--- src/rtl/output_port_decap_0_if.sv ---
// ---------------------------------------------------------------------------
// output_port_decap_0_if
//
// Bundles the two bus sides of the output-port decapsulator:
//   - flit FIFO read side : empty_0, dout_0 (from FIFO), rd_en_0 (to FIFO)
//   - packet side         : pkt_valid, pkt_header, pkt_dst_addr, pkt_data,
//                           pkt_err, busy (to arbiter), pkt_ready (from arbiter)
//
// Handshake rules (both sides):
//   - A FIFO read is accepted on a rising edge where rd_en_0 && !empty_0.
//     dout_0 carries the accepted flit during the following cycle.
//   - A packet transfers on a rising edge where pkt_valid && pkt_ready.
//     Once pkt_valid is high, it stays high and the pkt_* fields stay
//     stable until that transfer. pkt_ready while pkt_valid is low has
//     no effect.
//
// Modports:
//   master - the decapsulator
//   slave  - the environment (FIFO plus output arbiter)
// ---------------------------------------------------------------------------
interface output_port_decap_0_if #(
    parameter int DATA_W = 1024,
    parameter int FLIT_W = 64,
    parameter int ADDR_W = 10,
    parameter int HDR_W  = 9
);
    logic              empty_0;
    logic [FLIT_W-1:0] dout_0;
    logic              rd_en_0;

    logic              pkt_valid;
    logic              pkt_ready;
    logic [HDR_W-1:0]  pkt_header;
    logic [ADDR_W-1:0] pkt_dst_addr;
    logic [DATA_W-1:0] pkt_data;
    logic              pkt_err;
    logic              busy;

    modport master (
        input  empty_0,
        input  dout_0,
        input  pkt_ready,
        output rd_en_0,
        output pkt_valid,
        output pkt_header,
        output pkt_dst_addr,
        output pkt_data,
        output pkt_err,
        output busy
    );

    modport slave (
        output empty_0,
        output dout_0,
        output pkt_ready,
        input  rd_en_0,
        input  pkt_valid,
        input  pkt_header,
        input  pkt_dst_addr,
        input  pkt_data,
        input  pkt_err,
        input  busy
    );
endinterface

--- src/rtl/output_port_decap_0.sv ---
// ---------------------------------------------------------------------------
// output_port_decap_0
//
// Receive-side decapsulator. Drains one header flit plus DATA_W/FLIT_W
// payload flits from the input port's flit FIFO and presents them as one
// parallel packet to the output arbiter.
//
// Flit layout:
//   header flit : [ADDR_W-1:0] dst_addr, [ADDR_W+HDR_W-1:ADDR_W] header,
//                 upper bits reserved (any nonzero bit raises pkt_err)
//   payload i   : lands in pkt_data[DATA_W-1-FLIT_W*(i-1) -: FLIT_W],
//                 so the first payload flit carries the MSBs
//
// Ports:
//   clk_0       single clock, rising edge
//   rst_n_0     synchronous active-low reset; also blocks rd_en_0 while low
//   bus         output_port_decap_0_if.master (FIFO read + packet side)
//   dbg_state   current FSM state (0 = RECV, 1 = HOLD)
//   dbg_rd_cnt  reads issued for the current packet
//   dbg_rx_cnt  flits captured for the current packet
// ---------------------------------------------------------------------------
module output_port_decap_0 #(
    parameter int DATA_W = 1024,
    parameter int FLIT_W = 64,
    parameter int ADDR_W = 10,
    parameter int HDR_W  = 9
) (
    input  logic                    clk_0,
    input  logic                    rst_n_0,
    output_port_decap_0_if.master   bus,
    output logic                    dbg_state,
    output logic [4:0]              dbg_rd_cnt,
    output logic [4:0]              dbg_rx_cnt
);
    localparam int NUM_FLITS = DATA_W / FLIT_W;     // payload flits
    localparam int PKT_FLITS = NUM_FLITS + 1;       // header + payload
    localparam int CNT_W     = 5;                   // holds 0..PKT_FLITS

    localparam logic [CNT_W-1:0] RD_LIMIT = CNT_W'(PKT_FLITS);
    localparam logic [CNT_W-1:0] LAST_RX  = CNT_W'(NUM_FLITS);
    localparam logic [CNT_W-1:0] CNT_ONE  = CNT_W'(1);

    typedef enum logic {
        RECV = 1'b0,
        HOLD = 1'b1
    } state_t;

    state_t            state_q, state_d;
    logic [CNT_W-1:0]  rd_cnt_q;
    logic [CNT_W-1:0]  rx_cnt_q;
    logic              rd_d1_q;     // dout_0 holds an accepted flit this cycle
    logic              rd_en;
    logic              rd_acc;

    logic [HDR_W-1:0]  hdr_q;
    logic [ADDR_W-1:0] dst_q;
    logic [DATA_W-1:0] data_q;
    logic              err_q;

    // -----------------------------------------------------------------------
    // Next state and FIFO read request
    // -----------------------------------------------------------------------
    always_comb begin
        state_d = state_q;
        rd_en   = 1'b0;
        case (state_q)
            RECV: begin
                rd_en = !bus.empty_0 && (rd_cnt_q < RD_LIMIT);
                // The 17th flit is being captured at this edge.
                if (rd_d1_q && (rx_cnt_q == LAST_RX)) begin
                    state_d = HOLD;
                end
            end
            HOLD: begin
                if (bus.pkt_ready) begin
                    state_d = RECV;
                end
            end
            default: state_d = RECV;
        endcase
        // Reset must not pop flits that would then be thrown away.
        if (!rst_n_0) begin
            rd_en = 1'b0;
        end
    end

    assign rd_acc = rd_en && !bus.empty_0;

    // -----------------------------------------------------------------------
    // State, counters and read-data strobe
    // -----------------------------------------------------------------------
    always_ff @(posedge clk_0) begin
        if (!rst_n_0) begin
            state_q  <= RECV;
            rd_cnt_q <= '0;
            rx_cnt_q <= '0;
            rd_d1_q  <= 1'b0;
        end else begin
            state_q <= state_d;
            if (state_q == HOLD) begin
                rd_d1_q <= 1'b0;
                if (bus.pkt_ready) begin
                    rd_cnt_q <= '0;
                    rx_cnt_q <= '0;
                end
            end else begin
                rd_d1_q <= rd_acc;
                if (rd_acc) begin
                    rd_cnt_q <= rd_cnt_q + CNT_ONE;
                end
                if (rd_d1_q) begin
                    rx_cnt_q <= rx_cnt_q + CNT_ONE;
                end
            end
        end
    end

    // -----------------------------------------------------------------------
    // Packet assembly. Fields keep their last values after delivery until
    // the next packet overwrites them slot by slot.
    // -----------------------------------------------------------------------
    always_ff @(posedge clk_0) begin
        if (!rst_n_0) begin
            hdr_q  <= '0;
            dst_q  <= '0;
            data_q <= '0;
            err_q  <= 1'b0;
        end else if ((state_q == RECV) && rd_d1_q) begin
            if (rx_cnt_q == '0) begin
                dst_q <= bus.dout_0[ADDR_W-1:0];
                hdr_q <= bus.dout_0[ADDR_W+HDR_W-1:ADDR_W];
                err_q <= |bus.dout_0[FLIT_W-1:ADDR_W+HDR_W];
            end
            for (int i = 0; i < NUM_FLITS; i++) begin
                if (rx_cnt_q == CNT_W'(i + 1)) begin
                    data_q[DATA_W-1-FLIT_W*i -: FLIT_W] <= bus.dout_0;
                end
            end
        end
    end

    // -----------------------------------------------------------------------
    // Outputs
    // -----------------------------------------------------------------------
    assign bus.rd_en_0      = rd_en;
    assign bus.pkt_valid    = (state_q == HOLD);
    assign bus.pkt_header   = hdr_q;
    assign bus.pkt_dst_addr = dst_q;
    assign bus.pkt_data     = data_q;
    assign bus.pkt_err      = err_q;
    assign bus.busy         = (state_q == HOLD) || (rd_cnt_q != '0);

    assign dbg_state  = (state_q == HOLD);
    assign dbg_rd_cnt = rd_cnt_q;
    assign dbg_rx_cnt = rx_cnt_q;
endmodule
--- src/flat_wrapper.sv ---
// flat-port wrapper written by rule: the top's interface ports become plain ports
module output_port_decap_0_flat 
#(
    parameter int DATA_W = 1024,
    parameter int FLIT_W = 64,
    parameter int ADDR_W = 10,
    parameter int HDR_W  = 9
)
  (clk_0, rst_n_0, dbg_state, dbg_rd_cnt, dbg_rx_cnt, bus_empty_0, bus_dout_0, bus_pkt_ready, bus_rd_en_0, bus_pkt_valid, bus_pkt_header, bus_pkt_dst_addr, bus_pkt_data, bus_pkt_err, bus_busy);
  output_port_decap_0_if #(.DATA_W(DATA_W), .FLIT_W(FLIT_W), .ADDR_W(ADDR_W), .HDR_W(HDR_W)) bus_i ();
  input  logic clk_0;
  input  logic rst_n_0;
  output logic dbg_state;
  output logic [4:0] dbg_rd_cnt;
  output logic [4:0] dbg_rx_cnt;
  input wire logic [$bits(bus_i.empty_0)-1:0] bus_empty_0;
  input wire logic [$bits(bus_i.dout_0)-1:0] bus_dout_0;
  input wire logic [$bits(bus_i.pkt_ready)-1:0] bus_pkt_ready;
  output wire logic [$bits(bus_i.rd_en_0)-1:0] bus_rd_en_0;
  output wire logic [$bits(bus_i.pkt_valid)-1:0] bus_pkt_valid;
  output wire logic [$bits(bus_i.pkt_header)-1:0] bus_pkt_header;
  output wire logic [$bits(bus_i.pkt_dst_addr)-1:0] bus_pkt_dst_addr;
  output wire logic [$bits(bus_i.pkt_data)-1:0] bus_pkt_data;
  output wire logic [$bits(bus_i.pkt_err)-1:0] bus_pkt_err;
  output wire logic [$bits(bus_i.busy)-1:0] bus_busy;
  assign bus_i.empty_0 = bus_empty_0;
  assign bus_i.dout_0 = bus_dout_0;
  assign bus_i.pkt_ready = bus_pkt_ready;
  assign bus_rd_en_0 = bus_i.rd_en_0;
  assign bus_pkt_valid = bus_i.pkt_valid;
  assign bus_pkt_header = bus_i.pkt_header;
  assign bus_pkt_dst_addr = bus_i.pkt_dst_addr;
  assign bus_pkt_data = bus_i.pkt_data;
  assign bus_pkt_err = bus_i.pkt_err;
  assign bus_busy = bus_i.busy;
  output_port_decap_0 #(.DATA_W(DATA_W), .FLIT_W(FLIT_W), .ADDR_W(ADDR_W), .HDR_W(HDR_W)) u_core (.clk_0(clk_0), .rst_n_0(rst_n_0), .bus(bus_i), .dbg_state(dbg_state), .dbg_rd_cnt(dbg_rd_cnt), .dbg_rx_cnt(dbg_rx_cnt));
endmodule
--- config.mk ---
export PLATFORM = sky130hd
export DESIGN_NAME = output_port_decap_0_flat
export DESIGN_NICKNAME = d
export VERILOG_FILES = /design/src/rtl/output_port_decap_0_if.sv /design/src/rtl/output_port_decap_0.sv /design/src/flat_wrapper.sv
export SDC_FILE = /design/constraint.sdc
export NUM_CORES = 2
export LEC_CHECK = 0
export BUFFER_PORTS_ARGS = -buffer_cell sky130_fd_sc_hd__clkbuf_2
export CAP_MARGIN = 25
export CORE_AREA = 8 8 429 431
export CTS_BUF_LIST = sky130_fd_sc_hd__clkbuf_8
export DETAILED_ROUTE_END_ITERATION = 8
export DIE_AREA = 0 0 437 439
export PLACE_DENSITY = 0.4
export SKIP_LAST_GASP = 1
export SYNTH_ARGS = -nofsm -noshare
export SYNTH_HDL_FRONTEND = slang
export SYNTH_SLANG_ARGS = --single-unit
--- constraint.sdc ---
create_clock -name clk_0 -period 1.9 [get_ports clk_0]
set_input_delay 0.38 -clock clk_0 [delete_from_list [all_inputs] [get_ports clk_0]]
set_output_delay 0.38 -clock clk_0 [all_outputs]
set_load 0.01 [all_outputs]
==> flow_metrics.py <==
metrics = {
    "floorplanning": {
        "dieArea_mm2": 0.192,
        "rows": 155,
        "dieHeight_um": 439,
        "core_mm2": 0.177,
        "pin_count": 1126,
        "die_w_um": 437,
        "start_util": 0.208,
    },
    "synth": {
        "synth_top_area_share": 0.574,
        "synth_edf_count": 0,
        "yosysMostFrequentCell": "nand2_1",
        "synthArstFlopShare": 0,
        "synth_commonest_cells": "nand2_1 (2103), dfxtp_1 (1056), a21oi_1 (1047)",
        "synthTopCellsByArea": "dfxtp_1 (57%), nand2_1 (21%), a21oi_1 (14%)",
        "ys_seq_area_frac": 0.574,
        "netlist_area_mm2": 0.0368,
        "yosysUniqueCellTypes": 35,
        "syn_nets": 4844,
        "ys.flop_type": "dfxtp_1",
        "avgSynthCellArea_um2": 7.72,
        "ys.warnings.count": 0,
        "yosysTopAreaCell": "dfxtp_1",
        "postSynthCellCount": 4769,
        "ys_ff_latch": 1056,
    },
    "setup_path": {
        "cp-end-kind": "output port",
        "crit_start": "u_core.dbg_rd_cnt[0]",
        "r2r_slack_ns": -0.37,
        "worstSetupPathType": "reg -> out",
        "cp_max_fo": 2,
        "endpoint": "bus_rd_en_0",
        "reg2reg_from": "u_core.dbg_rx_cnt[0]",
        "reg2reg_to": "u_core.bus.pkt_data[762]",
        "reg2reg_depth": 12,
        "cp.required_ns": 1.52,
        "crit_path_start_kind": "register",
        "arrival_ns": 2.40,
    },
    "timing": {
        "fmax_mhz": 360,
        "setup_tns_ns": -108.14,
        "setup_slack_ns": -0.877,
        "finalCriticalPeriod_ns": 2.78,
        "tightestPinTransition_ns": 1.06,
        "finalCritPeriodShare": 1.46,
        "final_hold_viol_count": 0,
        "timing.slew.headroom": 0.294,
        "hold_slack_ns": 0.142,
        "grt_setup_unrepaired": "true",
        "clock_skew_ns": 0.0736,
        "drv_slew": 0,
        "setup_viol": 869,
    },
    "power_and_ir_drop": {
        "p_leak_uw": 0.0237,
        "seq_power_share": 0.478,
        "clockPowerShare": 0.467,
        "netSwitchingPower_uw": 12300,
        "powerDensity_mw_per_mm2": 803,
        "pwr-share-comb": 0.055,
        "power.total_uw": 46600,
        "p_int_uw": 34300,
        "swShare": 0.265,
        "peakVddDrop_mv": 0.668,
    },
    "status": {
        "status": "finished, violations left",
        "violations": "setup timing",
    },
    "detailed_routing": {
        "wl_per_cell_um": 28.3,
        "dr.pass1.iters": 5,
        "vias": 39200,
        "wl_um": 243000,
        "vias_per_cell": 4.57,
        "ant_nets": 0,
        "drt_iter0_drc": 3098,
        "drc": 0,
    },
    "layout": {
        "utilization": 0.327,
        "syn2layout_area_growth_pct": 57.6,
        "multi_input_area_mm2": 0.0164,
        "register_area_mm2": 0.0214,
        "nFillCells": 18900,
        "layout.nets": 6144,
        "drive_above_1_share": 0.393,
    },
    "global_route": {
        "antenna_found_initial": 23,
        "grt_overflow": 0,
        "grt_pass1_wl_um": 312000,
        "grt_pass1_vias": 36400,
        "grtUsageTotal": 0.229,
        "grt_start_max_net_pins": 98,
    },
    "clock_network": {
        "htreeDepth": 4,
        "cts.reportedPaths.clkPinSlew_ns": 0.06,
        "cts-buffers-inserted": 192,
        "cts.sinks": 1056,
        "clk_path_buf_depth": 3,
        "cts_tree": "done",
        "root_buffer": "clkbuf_8",
        "clkLatencyLatePin_ns": 1.00,
    },
    "worst_hold_path": {
        "min_path_type": "in -> reg",
        "min_from": "bus_dout_0[40]",
    },
    "placement": {
        "pre_cts_ws_ns": -0.517,
        "gp_congestion": 0.822,
        "hpwl_um": 158000,
        "io_buffers": 1125,
    },
    "job": {
        "maxCapViolations": 0,
    },
}
per-stage QoR:
step | std cells | area (um^2)
after global placement | 8011 | 46600
final | 8576 | 58000
after CTS | 8485 | 54500
after global routing | 8573 | 58000
after floorplan | 4769 | 36800
after detailed placement | 8012 | 46600
cell families after synthesis:
kind of cell | Yosys count | share of synthesized area
and+or+nand+nor | 2176 | 0.227
DFF | 1056 | 0.574
AOI/OAI and AO/OA | 1055 | 0.145
buffers and inverters | 472 | 0.0512
adders and majority gates | 7 | 0.00238
muxes | 3 | 0.000850
per-layer routing:
metal / global-route usage / vias up / part of all wire
met1: 0.263 / 19300 / 0.38
met3: 0.0669 / 421 / 0.077
met2: 0.394 / 1649 / 0.49
li1: - / 17900 / -
met5: 0 / - / 0
met4: 0.103 / 0 / 0.049
worst max-delay path, stage by stage, from the launching register on:
cell and delay (ns):
dfxtp_1 0.31, or4_4 0.55, a2111oi_4 0.34, clkbuf_8 0.22
power by group through the flow:
| stage | clock (uW) | combinational [uW] | sequential, uW |
|---|---|---|---|
| 2_1_floorplan | 0 | 765 | 22800 |
| 3_3_place_gp | 0 | 2170 | 22700 |
| 3_5_place_dp | 0 | 2170 | 22700 |
| 4_1_cts | 22400 | 2410 | 22200 |
| 5_1_grt | 23400 | 2640 | 22200 |
| 6_report | 21800 | 2570 | 22200 |
state kept, by name, summed over array words and instances (netlist names):
signal	count
u_core.bus.pkt_data	1024
u_core.dbg_rx_cnt	5
u_core.bus.pkt_dst_addr	10
u_core.dbg_rd_cnt	5
u_core.bus.pkt_valid	1
u_core.bus.pkt_header	9
u_core.rd_d1_q	1
u_core.bus.pkt_err	1
worst min path at each step:
stage	cells after the start	end
after floorplan	1	u_core.rd_d1_q
after global placement	2	u_core.bus.pkt_data[357]
after detailed placement	2	u_core.bus.pkt_data[943]
after CTS	4	u_core.bus.pkt_data[676]
after global routing	4	u_core.bus.pkt_data[168]
final	4	u_core.bus.pkt_data[168]
cells in the final DEF (no fill, tap or decap), types with 3 or more instances in the layout:
cell	n
buf_4	152
a21oi_2	212
nand2_4	206
inv_1	74
nand2_1	1873
clkinv_2	9
dfxtp_2	173
buf_12	130
nor3_1	3
dlygate4sd3_1	61
inv_6	5
clkbuf_8	359
nand2_2	21
buf_16	29
buf_8	5
and3_4	3
inv_12	3
clkinvlp_4	7
and2_4	10
diode_2	17
buf_6	35
nand2_8	3
clkbuf_2	987
dfxtp_4	16
nor2_1	13
clkbuf_16	40
and4_4	3
nand4_1	8
bufinv_16	4
dfxtp_1	867
a21oi_1	835
nor4_1	11
nand3_4	3
ha_4	5
nor2b_1	6
what timing repair did:
item | CTS | global route
setup endpoints to repair | 1751 | 2016
endpoints found under the hold margin | 864 | 0
gates resized for setup | 596 | 633
hold buffers | 61 | 0
gates cloned | 28 | 41
pin swaps | 78 | 283
buffers inserted | 56 | 49
final cells by class:
class,count,area share
clock buffer,229,0.0543
multi-input combinational,3241,0.283
sequential,1056,0.369
antenna,17,0.000733
clock inverter,100,0.0103
inverter,6,0.000647
tap,2355,0.0508
timing repair buffer,1572,0.231
No activity file was read; power rests on OpenSTA's default activity.
